==> src/rtl/aggregate_pkg.sv <==
// Shared types and sizing helpers for the frame aggregator.
package aggregate_pkg;

  // Receive-side frame states.
  typedef enum logic [1:0] {
    IDLE    = 2'd0,
    SKIP    = 2'd1,
    COLLECT = 2'd2
  } state_e;

  // Width of a lane counter that must also hold the value LANES itself.
  function automatic int lane_cnt_w(input int lanes);
    return $clog2(lanes) + 1;
  endfunction

  // Width of the header-skip counter; never narrower than one bit.
  function automatic int skip_cnt_w(input int skip_units);
    return (skip_units < 2) ? 1 : $clog2(skip_units + 1);
  endfunction

endpackage

==> src/rtl/aggregate_lane_pack.sv <==
// Lane packing register: collects IN_W-bit units into an OUT_W-bit word,
// either shifting from the LSB end (first unit ends up on top) or writing
// lane by lane from lane 0. Also exposes a zero-filled partial-word view.
module aggregate_lane_pack
  import aggregate_pkg::*;
#(
  parameter int IN_W      = 2,
  parameter int OUT_W     = 32,
  parameter int FIRST_MSB = 1,
  parameter int LANES     = OUT_W / IN_W,
  parameter int CNT_W     = lane_cnt_w(OUT_W / IN_W)
) (
  input  logic             clk,
  input  logic             rst_n,
  input  logic             clr,
  input  logic             load,
  input  logic [IN_W-1:0]  unit_d,
  output logic [CNT_W-1:0] lane_cnt,
  output logic             word_done,
  output logic [OUT_W-1:0] word_full,
  output logic [OUT_W-1:0] word_part
);

  logic [OUT_W-1:0] shreg_r;
  logic [CNT_W-1:0] lane_cnt_r;
  logic [OUT_W-1:0] word_nxt_s;
  logic [OUT_W-1:0] unit_ext_s;

  assign unit_ext_s = {{(OUT_W - IN_W){1'b0}}, unit_d};

  if (FIRST_MSB != 0) begin : g_msb
    // Shift-left packing; a partial word is left-aligned into the top lanes.
    always_comb begin
      word_nxt_s = {shreg_r[OUT_W-IN_W-1:0], unit_d};
      word_part  = shreg_r << (IN_W * (LANES - int'(lane_cnt_r)));
    end
  end else begin : g_lsb
    // Lane-write packing; lanes above lane_cnt are still zero.
    always_comb begin
      word_nxt_s = shreg_r | (unit_ext_s << (IN_W * int'(lane_cnt_r)));
      word_part  = shreg_r;
    end
  end

  assign word_done = load && (lane_cnt_r == CNT_W'(LANES - 1));
  assign word_full = word_nxt_s;
  assign lane_cnt  = lane_cnt_r;

  // Packing register: cleared between frames and after each completed word.
  always_ff @(posedge clk or negedge rst_n) begin
    if (!rst_n) begin
      shreg_r    <= {OUT_W{1'b0}};
      lane_cnt_r <= {CNT_W{1'b0}};
    end else if (clr) begin
      shreg_r    <= {OUT_W{1'b0}};
      lane_cnt_r <= {CNT_W{1'b0}};
    end else if (load) begin
      if (word_done) begin
        shreg_r    <= {OUT_W{1'b0}};
        lane_cnt_r <= {CNT_W{1'b0}};
      end else begin
        shreg_r    <= word_nxt_s;
        lane_cnt_r <= lane_cnt_r + CNT_W'(1);
      end
    end
  end

endmodule

==> src/rtl/aggregate_frame.sv <==
// Frame aggregator: drops a fixed header, packs PHY units into words and
// marks the last (possibly partial) word of each frame. No backpressure.
module aggregate_frame
  import aggregate_pkg::*;
#(
  parameter int IN_W      = 2,
  parameter int OUT_W     = 32,
  parameter int SKIP_BITS = 64,
  parameter int FIRST_MSB = 1
) (
  input  logic                         clk,
  input  logic                         rst_n,
  input  logic                         axiiv,
  input  logic [IN_W-1:0]              axiid,
  output logic                         axiov,
  output logic [OUT_W-1:0]             axiod,
  output logic                         axiol,
  output logic [$clog2(OUT_W/IN_W):0]  axiocnt,
  output logic                         axiorunt
);

  localparam int LANES      = OUT_W / IN_W;
  localparam int CNT_W      = lane_cnt_w(LANES);
  localparam int SKIP_UNITS = SKIP_BITS / IN_W;
  localparam int SKIP_W     = skip_cnt_w(SKIP_UNITS);

  if ((OUT_W % IN_W) != 0) begin : g_bad_out_w
    $error("aggregate_frame: OUT_W must be a multiple of IN_W");
  end
  if ((SKIP_BITS % IN_W) != 0) begin : g_bad_skip
    $error("aggregate_frame: SKIP_BITS must be a multiple of IN_W");
  end
  if (LANES < 2) begin : g_bad_lanes
    $error("aggregate_frame: at least two lanes per word are required");
  end

  state_e            state_r;
  state_e            state_nxt_s;
  logic [SKIP_W-1:0] skip_cnt_r;
  logic [SKIP_W-1:0] skip_nxt_s;
  logic [OUT_W-1:0]  hold_r;
  logic              hold_v_r;

  logic              load_s;
  logic              clr_s;
  logic              emit_s;
  logic              last_s;
  logic              runt_s;
  logic              from_hold_s;

  logic [CNT_W-1:0]  lane_cnt_s;
  logic              word_done_s;
  logic [OUT_W-1:0]  word_full_s;
  logic [OUT_W-1:0]  word_part_s;

  aggregate_lane_pack #(
    .IN_W      (IN_W),
    .OUT_W     (OUT_W),
    .FIRST_MSB (FIRST_MSB),
    .LANES     (LANES),
    .CNT_W     (CNT_W)
  ) u_pack (
    .clk       (clk),
    .rst_n     (rst_n),
    .clr       (clr_s),
    .load      (load_s),
    .unit_d    (axiid),
    .lane_cnt  (lane_cnt_s),
    .word_done (word_done_s),
    .word_full (word_full_s),
    .word_part (word_part_s)
  );

  // Frame FSM decode: next state, packer control and what to emit next cycle.
  always_comb begin
    state_nxt_s = state_r;
    skip_nxt_s  = skip_cnt_r;
    load_s      = 1'b0;
    clr_s       = 1'b0;
    emit_s      = 1'b0;
    last_s      = 1'b0;
    runt_s      = 1'b0;
    from_hold_s = 1'b0;
    case (state_r)
      IDLE: begin
        if (axiiv) begin
          if (SKIP_UNITS == 0) begin
            load_s      = 1'b1;
            state_nxt_s = COLLECT;
          end else begin
            skip_nxt_s  = SKIP_W'(1);
            state_nxt_s = (SKIP_UNITS == 1) ? COLLECT : SKIP;
          end
        end else begin
          clr_s = 1'b1;
        end
      end
      SKIP: begin
        if (axiiv) begin
          skip_nxt_s = skip_cnt_r + SKIP_W'(1);
          if ((int'(skip_cnt_r) + 1) == SKIP_UNITS) begin
            state_nxt_s = COLLECT;
          end else begin
            state_nxt_s = SKIP;
          end
        end else begin
          // Frame shorter than its header: nothing was collected.
          runt_s      = 1'b1;
          clr_s       = 1'b1;
          state_nxt_s = IDLE;
        end
      end
      COLLECT: begin
        if (axiiv) begin
          load_s = 1'b1;
          // A further unit proves the held word is not the last one.
          if (hold_v_r) begin
            emit_s      = 1'b1;
            from_hold_s = 1'b1;
          end else begin
            emit_s = 1'b0;
          end
        end else begin
          clr_s       = 1'b1;
          state_nxt_s = IDLE;
          if (hold_v_r) begin
            emit_s      = 1'b1;
            last_s      = 1'b1;
            from_hold_s = 1'b1;
          end else if (lane_cnt_s != {CNT_W{1'b0}}) begin
            emit_s = 1'b1;
            last_s = 1'b1;
          end else begin
            runt_s = 1'b1;
          end
        end
      end
      default: begin
        clr_s       = 1'b1;
        state_nxt_s = IDLE;
      end
    endcase
  end

  // State and header-skip counter.
  always_ff @(posedge clk or negedge rst_n) begin
    if (!rst_n) begin
      state_r    <= IDLE;
      skip_cnt_r <= {SKIP_W{1'b0}};
    end else begin
      state_r    <= state_nxt_s;
      skip_cnt_r <= skip_nxt_s;
    end
  end

  // Hold register: parks each completed word until we know if it is the last.
  always_ff @(posedge clk or negedge rst_n) begin
    if (!rst_n) begin
      hold_r   <= {OUT_W{1'b0}};
      hold_v_r <= 1'b0;
    end else if (word_done_s) begin
      hold_r   <= word_full_s;
      hold_v_r <= 1'b1;
    end else if (from_hold_s) begin
      hold_v_r <= 1'b0;
    end
  end

  // Registered output stage; data and count hold between pulses.
  always_ff @(posedge clk or negedge rst_n) begin
    if (!rst_n) begin
      axiov    <= 1'b0;
      axiol    <= 1'b0;
      axiorunt <= 1'b0;
      axiod    <= {OUT_W{1'b0}};
      axiocnt  <= {CNT_W{1'b0}};
    end else begin
      axiov    <= emit_s;
      axiol    <= last_s;
      axiorunt <= runt_s;
      if (emit_s) begin
        axiod   <= from_hold_s ? hold_r : word_part_s;
        axiocnt <= from_hold_s ? CNT_W'(LANES) : lane_cnt_s;
      end
    end
  end

endmodule

==> config.mk <==
export PLATFORM = sky130hd
export DESIGN_NAME = aggregate_frame
export DESIGN_NICKNAME = d
export VERILOG_FILES = /design/src/rtl/aggregate_pkg.sv /design/src/rtl/aggregate_lane_pack.sv /design/src/rtl/aggregate_frame.sv
export SDC_FILE = /design/constraint.sdc
export NUM_CORES = 1
export LEC_CHECK = 0
export ABC_AREA = 1
export CAP_MARGIN = 0
export CORE_UTILIZATION = 59
export CTS_CLUSTER_DIAMETER = 50
export DETAILED_ROUTE_END_ITERATION = 7
export PLACE_DENSITY = 0.76
export SLEW_MARGIN = 0
export SYNTH_ARGS = -nofsm -noshare
export SYNTH_HDL_FRONTEND = slang
export SYNTH_SLANG_ARGS = --single-unit
==> constraint.sdc <==
create_clock -name clk -period 3.55 [get_ports clk]
set_clock_uncertainty 0.05 [all_clocks]
set_input_delay 0.71 -clock clk [delete_from_list [all_inputs] [get_ports clk]]
set_output_delay 0.71 -clock clk [all_outputs]
set_load 0.01 [all_outputs]
==> out/results.txt <==
Drt via density - 6.08
Top cell by count, worst path - a21oi_1
I/O pin total - 45
Cell Chain, Critical Path - inv_6, ha_1, inv_1, o21ai_0, o21ai_1, nand2_1, a21oi_1, a21oi_1, a21oi_1
Antenna viol nets, final - 0
Fin. Hold Viols - 0
Syn_nets - 787
Final setup vio count - 0
VDD IR max - 0.597 mV
Pre-antenna DRT Iters - 7
HPWL Detailed - 11600 um
Clock latency at the later pin of the worst-skew pair - 0.54 ns
Routed wire length - 17500 um
Fin crit share - 74.3%
CP bufs+invs - 2
Seq/Total Area, Yosys - 47.6%
GPL Wtd Cong - 0.937
Clock transition at path regs - 0.06 ns
Warnings, synthesis - 0
Mean Syn Cell Area - 8.02 um^2
Status - finished, final reports clean
Root Buffer - clkbuf_8
Crit path kind - register to register
Share of cells above drive strength 1 - 10.1%
# diodes - 0
Gr usage total - 34.0%
Initial antenna violation count - 0
Iteration-0 DRC Markers - 699
IO buf count - 44
Number of max-cap violations - 0
Worst Hold Class - input pin to async pin
PwrDens - 467 nW/um^2
Vias in the first global route - 5625
Largest net degree at the start of global routing - 47
Cell taking the most area after synthesis - dfrtp_1
CTS Sinks - 118
Peak Freq - 0.379 GHz
Crit path largest cell delay - 0.64 ns
Dpl cells - 919
Worst Setup End Kind - register
Mean routed wirelength per cell - 18.4 um
Cell Area, Synth - 6210 um^2
First-pass GRT wire length - 28700 um
Post-Layout Cell Count - 951
Post-CTS Setup Bufs - 0
Final global-route overflow total - 0
Synth cell types - 39
Crit path max fanout - 28
Top post-synthesis cells by area - dfrtp_1 48%, nand2_1 10%, nand3_1 9.2%
Die W - 105 um
Area grow syn2layout - 17.0%
Power consumption - 3.39 mW
CP max stage cell - inv_1
Final Critical Period - 2.64 ns
Hold_buf cts - 0
CP top delay family - buffers and inverters
CTS Buffer Depth - 2
Yosys reg bits - 118
Core area - 10300 um^2
Least-Margin Pin Slew - 0.865 ns
Slew Limit Fails - 0
Pleak - 3.17 nW
Initial Utilization - 60.4%
Nets - 815
Startpoint Class - register
Total Die Area - 10900 um^2
DRC Markers - 0
Critical Path RT - 3.96 ns
Setup TNS - 0 ns
RSZ-0062 raised after global routing - no
# rows - 37
Worst rel slew slack - 42.3%
Post-cts resize count - 0
Die H - 105 um
Worst EP arrival - 3.05 ns
Cts bufs inserted - 17
CTS tree - yes
Syn Inst Count - 774
Routed vias - 5781
Synth top area share - 47.6%
H-Tree Depth - 4
## cells in the mapped netlist
library cell,n
buf_6,6
nand3_4,1
nand2_2,2
a22oi_1,2
buf_8,1
a21oi_2,2
nand2_4,2
nand4_1,7
buf_1,1
o21ai_0,54
nand3_2,7
o21ai_1,2
o211ai_1,1
nand2_1,170
inv_1,51
buf_2,21
o22ai_1,35
clkinv_1,1
nor2_4,1
xor2_1,4
mux2_2,1
nor2_1,43
ha_1,8
clkbuf_1,19
inv_6,1
o221ai_1,1
inv_2,4
nor3_2,3
dfrtp_1,118
a21oi_1,72
buf_4,2
xnor2_1,1
o21a_1,6
a2111oi_0,1
nand3_1,114
nor3_1,1
o21ai_2,4
nor4_1,1
nor2_2,3
## sequential cells by signal, summed over array words and instances, names as in the netlist, 2 cells and up
signal	cells
axiocnt	5
u_pack.shreg_r	32
state_r	2
u_pack.lane_cnt	5
hold_r	32
skip_cnt_r	6
axiod	32
## per-stage QoR
step / setup slack [ns] / instance area (um^2) / hold WS, ns / utilization (%)
CTS: 0.949 / 7260 / 0.146 / 70.7
global placement: 0.969 / 6670 / 0.420 / 64.9
finish: 0.912 / 7260 / 0.132 / 70.7
global route: 0.737 / 7260 / 0.163 / 70.7
floorplan: 1.22 / 6210 / 0.364 / -
detailed placement: 0.829 / 6670 / 0.424 / 64.9
## final timing paths
| kind | from | end | slack (ns) | cells past startpoint |
|---|---|---|---|---|
| setup / recovery | u_pack.lane_cnt[0] | axiod[31] | 0.91 | 9 |
| hold / removal | rst_n | hold_r[24] | 0.13 | 1 |
| setup reg to reg | u_pack.lane_cnt[0] | axiod[31] | 0.91 | 9 |
| hold reg to reg | axiocnt[1] | axiocnt[1] | 0.44 | 2 |
| max in group asynchronous | rst_n | hold_r[3] | 2.44 | 2 |
| min in group clk | axiocnt[1] | axiocnt[1] | 0.44 | 2 |
## area by class of cell
type / instances / area, um^2
tap: 136 / 170
inverter: 57 / 219
clock buffer: 17 / 414
timing repair buffer: 59 / 551
fill: 843 / 3010
sequential: 118 / 2950
clock inverter: 15 / 181
multi-input combinational: 549 / 2780
## report_power, final
part           total [mW]  switching, mW  internal, mW
logic               0.238          0.136         0.101
clock network        1.72          0.653          1.07
registers            1.43         0.0332          1.39
## per-layer routing
layer  part of all wire [%]  global-route usage, %  wire length (um)
met4                    2.9                   13.7               514
met2                     47                   52.7              8250
met5                      0                      0                 0
met3                    8.6                   8.55              1510
met1                     41                   45.9              7260
## cells in the final DEF, fill, tap and decap left out, drive strengths merged, types with 2 or more instances in the layout
cell type	netlist	routed
o21ai	60	60
o22ai	35	35
xor2	4	4
inv	56	57
clkbuf	19	17
bufinv	0	3
nand2	174	174
nor2	47	47
a21oi	74	74
ha	8	8
buf	31	16
nand4	7	7
clkinv	1	7
dfrtp	118	118
a22oi	2	2
nand3	122	122
nor3	4	4
clkdlybuf4s50	0	43
o21a	6	6
clkinvlp	0	5
## kinds of logic (layout without fill, tap and decap cells)
| kind of cell | count (synthesis) | count (layout) | synth area share [%] |
|---|---|---|---|
| xor gates and xnor gates | 5 | 5 | 0.705 |
| AOI/OAI and AO/OA | 180 | 180 | 16.1 |
| buffers and inverters | 107 | 148 | 8.00 |
| and+or+nand+nor | 355 | 355 | 25.9 |
| adders and majority gates | 8 | 8 | 1.61 |
| muxes | 1 | 1 | 0.181 |
| DFF | 118 | 118 | 47.6 |
No activity file was read; power rests on OpenSTA's default activity.
